File: src/rtl/lu_pkg.sv
`default_nettype none
// ============================================================================
// Module      : lu_pkg
// Description : Shared types for the two-requester logic-unit arbiter.
// Revision    : 1.0 - initial release
// ============================================================================
package lu_pkg;

  typedef enum logic [1:0] {
    LU_AND = 2'd0,
    LU_OR  = 2'd1,
    LU_XOR = 2'd2,
    LU_NOR = 2'd3
  } lu_func_t;

  typedef enum logic {
    EMPTY = 1'b0,
    FULL  = 1'b1
  } lu_state_t;

endpackage : lu_pkg
`default_nettype wire

File: src/rtl/lu_core.sv
`default_nettype none
// ============================================================================
// Module      : lu_core
// Description : Combinational bitwise logic unit (AND/OR/XOR/NOR).
// Revision    : 1.0 - initial release
// ============================================================================
module lu_core
  import lu_pkg::*;
#(
  parameter int W = 4
) (
  input  logic [W-1:0] a,
  input  logic [W-1:0] b,
  input  lu_func_t     f,
  output logic [W-1:0] y
);

  always_comb begin
    y = '0;
    case (f)
      LU_AND:  y = a & b;
      LU_OR:   y = a | b;
      LU_XOR:  y = a ^ b;
      LU_NOR:  y = ~(a | b);
      default: y = '0;
    endcase
  end

endmodule : lu_core
`default_nettype wire

File: src/rtl/lu_arbiter.sv
`default_nettype none
// ============================================================================
// Module      : lu_arbiter
// Description : Round-robin sharing of one logic unit between two requesters,
//               with a registered, backpressured result stage and grant counters.
// Revision    : 1.0 - initial release
// ============================================================================
module lu_arbiter
  import lu_pkg::*;
#(
  parameter int W     = 4,
  parameter int CNT_W = 8
) (
  input  logic             clk,
  input  logic             reset,

  input  logic             in0_valid,
  input  logic [W-1:0]     in0_a,
  input  logic [W-1:0]     in0_b,
  input  logic [1:0]       in0_f,
  output logic             in0_ready,

  input  logic             in1_valid,
  input  logic [W-1:0]     in1_a,
  input  logic [W-1:0]     in1_b,
  input  logic [1:0]       in1_f,
  output logic             in1_ready,

  output logic             out_valid,
  output logic [W-1:0]     out_y,
  output logic             out_id,
  output logic [1:0]       out_f,
  input  logic             out_ready,

  output logic [CNT_W-1:0] cnt0,
  output logic [CNT_W-1:0] cnt1
);

  lu_state_t        state_q, state_d;
  logic             last_grant_q, last_grant_d;
  logic [W-1:0]     out_y_q, out_y_d;
  logic             out_id_q, out_id_d;
  logic [1:0]       out_f_q, out_f_d;
  logic [CNT_W-1:0] cnt0_q, cnt0_d;
  logic [CNT_W-1:0] cnt1_q, cnt1_d;

  logic             w_accept_en;
  logic             w_pref;
  logic             w_gnt_valid;
  logic             w_gnt_id;
  logic             w_accept;
  logic [W-1:0]     w_a;
  logic [W-1:0]     w_b;
  logic [1:0]       w_f;
  logic [W-1:0]     w_y;

  // The result slot can take a new operation when it is empty or draining now.
  assign w_accept_en = (state_q == EMPTY) || out_ready;
  assign w_pref      = ~last_grant_q;

  always_comb begin
    w_gnt_valid = 1'b0;
    w_gnt_id    = 1'b0;
    if (w_pref ? in1_valid : in0_valid) begin
      w_gnt_valid = 1'b1;
      w_gnt_id    = w_pref;
    end else if (w_pref ? in0_valid : in1_valid) begin
      w_gnt_valid = 1'b1;
      w_gnt_id    = ~w_pref;
    end
  end

  assign in0_ready = ~reset & w_accept_en & w_gnt_valid & (w_gnt_id == 1'b0);
  assign in1_ready = ~reset & w_accept_en & w_gnt_valid & (w_gnt_id == 1'b1);
  // A grant only exists for a valid requester, so a high ready is an acceptance.
  assign w_accept  = in0_ready | in1_ready;

  assign w_a = w_gnt_id ? in1_a : in0_a;
  assign w_b = w_gnt_id ? in1_b : in0_b;
  assign w_f = w_gnt_id ? in1_f : in0_f;

  lu_core #(
    .W (W)
  ) u_core (
    .a (w_a),
    .b (w_b),
    .f (lu_func_t'(w_f)),
    .y (w_y)
  );

  always_comb begin
    state_d      = state_q;
    last_grant_d = last_grant_q;
    out_y_d      = out_y_q;
    out_id_d     = out_id_q;
    out_f_d      = out_f_q;
    cnt0_d       = cnt0_q;
    cnt1_d       = cnt1_q;

    if (w_accept) begin
      state_d      = FULL;
      last_grant_d = w_gnt_id;
      out_y_d      = w_y;
      out_id_d     = w_gnt_id;
      out_f_d      = w_f;
      if (w_gnt_id) cnt1_d = cnt1_q + CNT_W'(1);
      else          cnt0_d = cnt0_q + CNT_W'(1);
    end else if ((state_q == FULL) && out_ready) begin
      state_d = EMPTY;
    end
  end

  always_ff @(posedge clk) begin
    if (reset) begin
      state_q      <= EMPTY;
      last_grant_q <= 1'b1;
      out_y_q      <= '0;
      out_id_q     <= 1'b0;
      out_f_q      <= 2'd0;
      cnt0_q       <= '0;
      cnt1_q       <= '0;
    end else begin
      state_q      <= state_d;
      last_grant_q <= last_grant_d;
      out_y_q      <= out_y_d;
      out_id_q     <= out_id_d;
      out_f_q      <= out_f_d;
      cnt0_q       <= cnt0_d;
      cnt1_q       <= cnt1_d;
    end
  end

  assign out_valid = (state_q == FULL);
  assign out_y     = out_y_q;
  assign out_id    = out_id_q;
  assign out_f     = out_f_q;
  assign cnt0      = cnt0_q;
  assign cnt1      = cnt1_q;

endmodule : lu_arbiter
`default_nettype wire

File: config.mk
export PLATFORM = sky130hd
export DESIGN_NAME = lu_arbiter
export DESIGN_NICKNAME = d
export VERILOG_FILES = /design/src/rtl/lu_pkg.sv /design/src/rtl/lu_core.sv /design/src/rtl/lu_arbiter.sv
export SDC_FILE = /design/constraint.sdc
export NUM_CORES = 1
export LEC_CHECK = 0
export CAP_MARGIN = 20
export CORE_MARGIN = 3
export CORE_UTILIZATION = 35
export DETAILED_ROUTE_END_ITERATION = 12
export GPL_TIMING_DRIVEN = 0
export HOLD_SLACK_MARGIN = 0.1
export PLACE_DENSITY = 0.68
export SETUP_SLACK_MARGIN = 0.15
export SYNTH_ARGS = -nofsm -noshare
export SYNTH_HDL_FRONTEND = slang
export SYNTH_SLANG_ARGS = --single-unit
File: constraint.sdc
create_clock -name clk -period 2.01 [get_ports clk]
set_clock_uncertainty 0.15 [all_clocks]
set_input_delay 0.3015 -clock clk [delete_from_list [all_inputs] [get_ports clk]]
set_output_delay 0.3015 -clock clk [all_outputs]
set_load 0.02 [all_outputs]
==> results of run 1 <==
registers in the layout, summed over array words and instances, names as in the netlist:
| signal | flops |
|---|---|
| out_f | 2 |
| out_id | 1 |
| cnt1 | 8 |
| out_y | 4 |
| last_grant_q | 1 |
| cnt0 | 8 |
| out_valid | 1 |
tightest hold or removal path, cell delays in order:
cell and delay, ns:
clkbuf_2 0.14, nor3_1 0.07, nor2_1 0.08
routing by layer:
| layer | wire, µm | GRT usage (%) | vias up |
|---|---|---|---|
| li1 | - | - | 642 |
| met1 | 1470 | 16.6 | 587 |
| met2 | 1780 | 25.3 | 49 |
| met3 | 213 | 2.17 | 2 |
| met4 | 4 | 4.89 | 0 |
| met5 | 0 | 0 | - |
power by group through the flow:
stage | Sequential [µW] | Clock, µW | Combinational (µW)
global route | 543 | 322 | 406
global placement | 551 | 0 | 291
finish | 541 | 291 | 375
CTS | 541 | 294 | 344
floorplan | 575 | 0 | 147
detailed placement | 552 | 0 | 298
timing repair:
item / in CTS / in global routing
buffers inserted: 6 / 1
cloned: 1 / 0
setup endpoints to repair: 19 / 16
pin swaps: 5 / 11
gates resized for setup: 27 / 25
per-stage QoR:
stage	std cells	setup TNS, ns	util (%)
3_3_place_gp	247	-6.69	52.7
6_report	259	-0.0132	60.3
2_1_floorplan	150	0	-
5_1_grt	259	-0.439	60.3
4_1_cts	258	-0.0687	57.5
3_5_place_dp	247	-7.33	52.7
logic make-up after synthesis:
logic type	after synthesis
and+or+nand+nor	53
xor gates and xnor gates	16
AOI/OAI and AO/OA	14
buffers and inverters	14
DFF	25
adders and majority gates	10
muxes	18
worst max path at each step:
stage	to	slack (ns)	cells after the start
after floorplan	out_y[1]	0.09	8
after global placement	in1_ready	-0.79	6
after detailed placement	in1_ready	-0.80	6
after CTS	out_y[2]	-0.02	8
after global routing	out_y[1]	-0.14	9
final	out_y[2]	-0.01	8
area by class of cell:
cell class	instances	area, µm²
Sequential cell	25	502
Multi-Input combinational cell	111	1000
Tap cell	48	60.1
Fill cell	299	1500
Buffer	6	42.5
Timing Repair Buffer	57	589
Clock buffer	4	45.0
Inverter	8	32.5
cell usage in the layout (no fill, tap or decap), types with 5 or more instances in the layout:
cell,count
clkdlybuf4s50_1,42
dfxtp_1,24
nor2_1,20
xor2_1,14
nand4_1,8
nand3b_1,6
mux2_4,5
mux2i_1,5
nand2_1,5
ha_1,5
buf_4,5
==> results_dict.tcl, run 1 <==
set metrics [dict create \
    worst-r2r-setup-slack_ns -0.01 \
    yosysTopAreaCellShare_pct 35.3 \
    synth_most_common_cell "dfxtp_1" \
    drv_cap 0 \
    totalWireLength_um 3470 \
    arrival_ns 2.02 \
    ys_async_sr_fraction_pct 0 \
    ctsHtreeMaxLevel 1 \
    critPathMaxStageDelay_ns 0.34 \
    core_area_um2 3770 \
    hold_path_depth 3 \
    cellPowerDensity_nw_per_um2 531 \
    p_sw_share_pct 27.8 \
    layout_min_cycle_time_ns 2.02 \
    drive_above_1_share_pct 22.3 \
    synth_edf_count 0 \
    yosys_warnings 0 \
    die_y_um 69.6 \
    antenna_found_initial 0 \
    grt_max_degree 14 \
    diodes 0 \
    clock_sinks 25 \
    intPower_uw 872 \
    insertion_delay_ns 0.26 \
    path_class "reg2reg" \
    io_buffer_count 49 \
    reg2reg_to "out_y[2]" \
    worstPathCellList "a21boi_4 -> buf_12 -> buf_16 -> mux2i_4 -> ha_4 -> mux2_4 -> mux2i_1 -> o21ai_1" \
    relSlewSlack_pct 56.0 \
    critPathLaunch "last_grant_q" \
    cp_max_fo 5 \
    core.rowCount 22 \
    avgSynthCellArea_um2 9.45 \
    layout.nets 247 \
    hold_slack_ns 0.213 \
    ys_ff_latch 25 \
    critPathTopFamily "multiplexers" \
    overflow 0 \
    hold_viol 0 \
    path_clk_slew_ns 0.08 \
    setup_viol 2 \
    viasPerCell 4.94 \
    combinationalPowerShare_pct 31.1 \
    cts_buffers 3 \
    power.leakage_uw 0.000934 \
    cts-root-buf "clkbuf_8" \
    drv_slew 0 \
    cp_num_buf_inv 2 \
    stdcell_area_um2 2270 \
    num_io_pins 51 \
    worstMarginPinSlew_ns 0.648 \
    post-route-period-util_pct 101 \
    synth_top_family_by_area "simple AND/OR/NAND/NOR gates" \
    synthXorXnorAreaFrac_pct 9.89 \
    clockBufferDepth 2 \
    yosysUniqueCellTypes 31 \
    synth-compound-area-share_pct 6.35 \
    required_ns 2.01 \
    cp-start-kind "flip-flop" \
    synth-simple-area-share_pct 21.1 \
    netlist_area_um2 1420 \
    synthAdderAreaFrac_pct 8.83 \
    drtIter0Drc 44 \
    fp.dieW_um 69.6 \
    vias 1280 \
    ir_drop_uv 290 \
    reg2reg_depth 8 \
    p_sw_uw 335 \
    routedWlPerCell_um 13.4 \
    rsz0062_at_grt "true" \
    cts-hold-fix-buffers 0 \
    gp_congestion 0.786 \
    crit_path_top_delay_cell "dfxtp_2" \
    first_pass_iters 4 \
    seqPwrFrac_pct 44.8 \
    grt_pass1_vias 1267 \
    syn_nets 185 \
    cp-end-kind "flip-flop" \
    hold_class "in2reg" \
    synth.top_cells.by_count "dfxtp_1, nor2_1, xor2_1" \
    min_from "in0_valid" \
    violations "negative setup slack" \
    drt.antenna.violating_nets 0 \
    reg2reg_from "last_grant_q" \
    fin_ws_ns -0.0111 \
    die_area_um2 4850 \
    initial_utilization_pct 37.6 \
    pre_cts_slack_ns -0.802 \
    outcome "complete, but fails checks" \
    seq_area_frac_synth_pct 35.3 \
    place_area_um2 1990 \
    grt_first_pass_wirelength_um 5640 \
    yosysTopAreaCell "dfxtp_1" \
    finalPower_uw 1210 \
    cts_tree "built" \
    syn_to_final_growth_pct 60.3 \
    dp_hpwl_um 2510 \
    postSynthCellCount 150 \
    min_to "out_valid" \
    clockPowerShare_pct 24.1 \
    grt_usage_pct 14.0 \
    ys.flop_type "dfxtp_1" \
    max_freq_mhz 495 \
    drc 0 \
    synthTopCellsByArea "dfxtp_1, ha_1, xor2_1" \
    synth_mux_area_share_pct 14.2 \
]
(Power assumes the default switching activity.)
==> run 2, diff against run 1 <==
CTS_BUF_LIST = sky130_fd_sc_hd__clkbuf_4 sky130_fd_sc_hd__clkbuf_8 sky130_fd_sc_hd__clkbuf_16   (was not set)
==> run 2 against run 1 <==
The run still ends with negative setup slack left. Design area rose by 0.17%. Global-route usage fell by 0.12 points. Total power rose by 1.3%. Via count fell by 0.47%. Die area did not move. Maximum frequency barely moved. Clock-buffer cell count did not move. Setup slack got worse by 0.00066 ns. First-iteration DRC count rose by 23%. Combinational power barely moved. Cell count did not move. Flip-flop and latch count did not move. Critical endpoint unchanged. Largest power group unchanged. Highest routed layer unchanged.
==> results_dict.tcl, run 2 (same netlist as run 1, synthesis figures left out) <==
set metrics [dict create \
    outcome "complete, but fails checks" \
    violations "negative setup slack" \
    drv_slew 0 \
    setup_viol 2 \
    ctsHtreeMaxLevel 1 \
    hold_path_depth 3 \
    layout.nets 247 \
    power.leakage_uw 0.000938 \
    final_cell_mix "clkdlybuf4s50_1, dfxtp_1, nor2_1" \
    cts-hold-fix-buffers 0 \
    cts_buffers 3 \
    pre_cts_slack_ns -0.802 \
    drtIter0Drc 54 \
    initial_utilization_pct 37.6 \
    core.rowCount 22 \
    io_buffer_count 49 \
    regArea_um2 502 \
    die_y_um 69.6 \
    intPower_uw 885 \
    cts_tree "built" \
    antenna_found_initial 0 \
    layout_min_cycle_time_ns 2.02 \
    drt.antenna.violating_nets 0 \
    required_ns 2.01 \
    min_to "out_valid" \
    reg2reg_depth 8 \
    grt_max_degree 14 \
    arrival_ns 2.03 \
    vias 1274 \
    path_clk_slew_ns 0.08 \
    overflow 0 \
    max_freq_mhz 495 \
    seqPwrFrac_pct 44.3 \
    gp_congestion 0.786 \
    crit_path_top_delay_cell "dfxtp_2" \
    core_area_um2 3770 \
    dp_hpwl_um 2510 \
    grt_pass1_vias 1257 \
    viasPerCell 4.92 \
    critPathMaxStageDelay_ns 0.34 \
    grt_first_pass_wirelength_um 5600 \
    first_pass_iters 4 \
    drv_cap 0 \
    multi_input_area_um2 1000 \
    fin_util_pct 60.4 \
    path_class "reg2reg" \
    p_sw_share_pct 27.6 \
    final_common_cell "clkdlybuf4s50_1" \
    worst-r2r-setup-slack_ns -0.01 \
    clock_sinks 25 \
    cellPowerDensity_nw_per_um2 537 \
    worstPathCellList "a21boi_4 -> buf_12 -> buf_16 -> mux2i_4 -> ha_4 -> mux2_4 -> mux2i_1 -> o21ai_1" \
    reg2reg_to "out_y[2]" \
    ir_drop_uv 294 \
    clockPowerShare_pct 25.1 \
    cp-end-kind "flip-flop" \
    relSlewSlack_pct 56.0 \
    grt_usage_pct 13.9 \
    num_io_pins 51 \
    final.setup.tns_ns -0.0137 \
    rsz0062_at_grt "true" \
    hold_class "in2reg" \
    fin_ws_ns -0.0117 \
    syn_to_final_growth_pct 60.5 \
    hold_slack_ns 0.213 \
    hold_viol 0 \
    worstMarginPinSlew_ns 0.647 \
    totalWireLength_um 3450 \
    nFillCells 297 \
    drc 0 \
    clockBufferDepth 2 \
    drive_above_1_share_pct 22.7 \
    diodes 0 \
    fp.dieW_um 69.6 \
    post-route-period-util_pct 101 \
    cp_max_fo 5 \
    insertion_delay_ns 0.26 \
    cp-start-kind "flip-flop" \
    min_from "in0_valid" \
    combinationalPowerShare_pct 30.6 \
    routedWlPerCell_um 13.3 \
    die_area_um2 4850 \
    p_sw_uw 337 \
    cts-root-buf "clkbuf_8" \
    reg2reg_from "last_grant_q" \
]
[run 2: cell counts in the layout (fill, tap and decap cells not counted)]
No cell type changed its count.
[run 2: worst max path at each step]
stage / startpoint / end / slack (ns) / depth (start not counted)
floorplan: in1_valid / out_y[1] / 0.09 / 8
global placement: in1_valid / in1_ready / -0.79 / 6
detailed placement: in1_valid / in1_ready / -0.80 / 6
CTS: last_grant_q / out_y[2] / -0.02 / 8
global route: last_grant_q / out_y[1] / -0.14 / 9
finish: last_grant_q / out_y[2] / -0.01 / 8
[run 2: stage by stage]
step / total power, µW / instance area, µm² / std cells
5_1_grt: 1290 / 2280 / 259
3_5_place_dp: 850 / 1990 / 247
4_1_cts: 1190 / 2170 / 258
6_report: 1220 / 2280 / 259
2_1_floorplan: 722 / 1440 / 150
3_3_place_gp: 841 / 1990 / 247
[run 2: final cells by class]
class / count / share of cell area (%)
tap: 48 / 2.64
clock buffer: 4 / 2.14
sequential: 25 / 22.0
inverter: 8 / 1.43
timing repair buffer: 57 / 25.9
buffer: 6 / 1.87
multi-input combinational: 111 / 44.0
[run 2: worst max-delay path, delay by kind of cell, from the launching register on]
family / cells / cell delay, ns
muxes: 3 / 0.66
DFF: 1 / 0.34
AOI/OAI and AO/OA: 2 / 0.28
buffers and inverters: 2 / 0.26
adders and majority gates: 1 / 0.23
[run 2: power by group through the flow]
stage	Sequential [µW]	Combinational, µW	Clock, µW
after floorplan	575	147	0
after global placement	551	291	0
after detailed placement	552	298	0
after CTS	541	344	307
after global routing	543	406	336
final	541	375	307
[run 2: metal layers]
layer,vias to the layer above,share of wire [%],global-route usage (%)
met5,-,0,0
met4,0,0.81,4.89
met3,2,5.9,2.17
met2,48,50,25.0
met1,581,43,16.5
li1,643,-,-
[run 2: repair_timing]
action | in CTS | in global routing
pin swaps | 5 | 11
gates cloned | 1 | 0
setup endpoints to repair | 19 | 16
gates resized for setup | 27 | 25
buffers inserted | 6 | 1
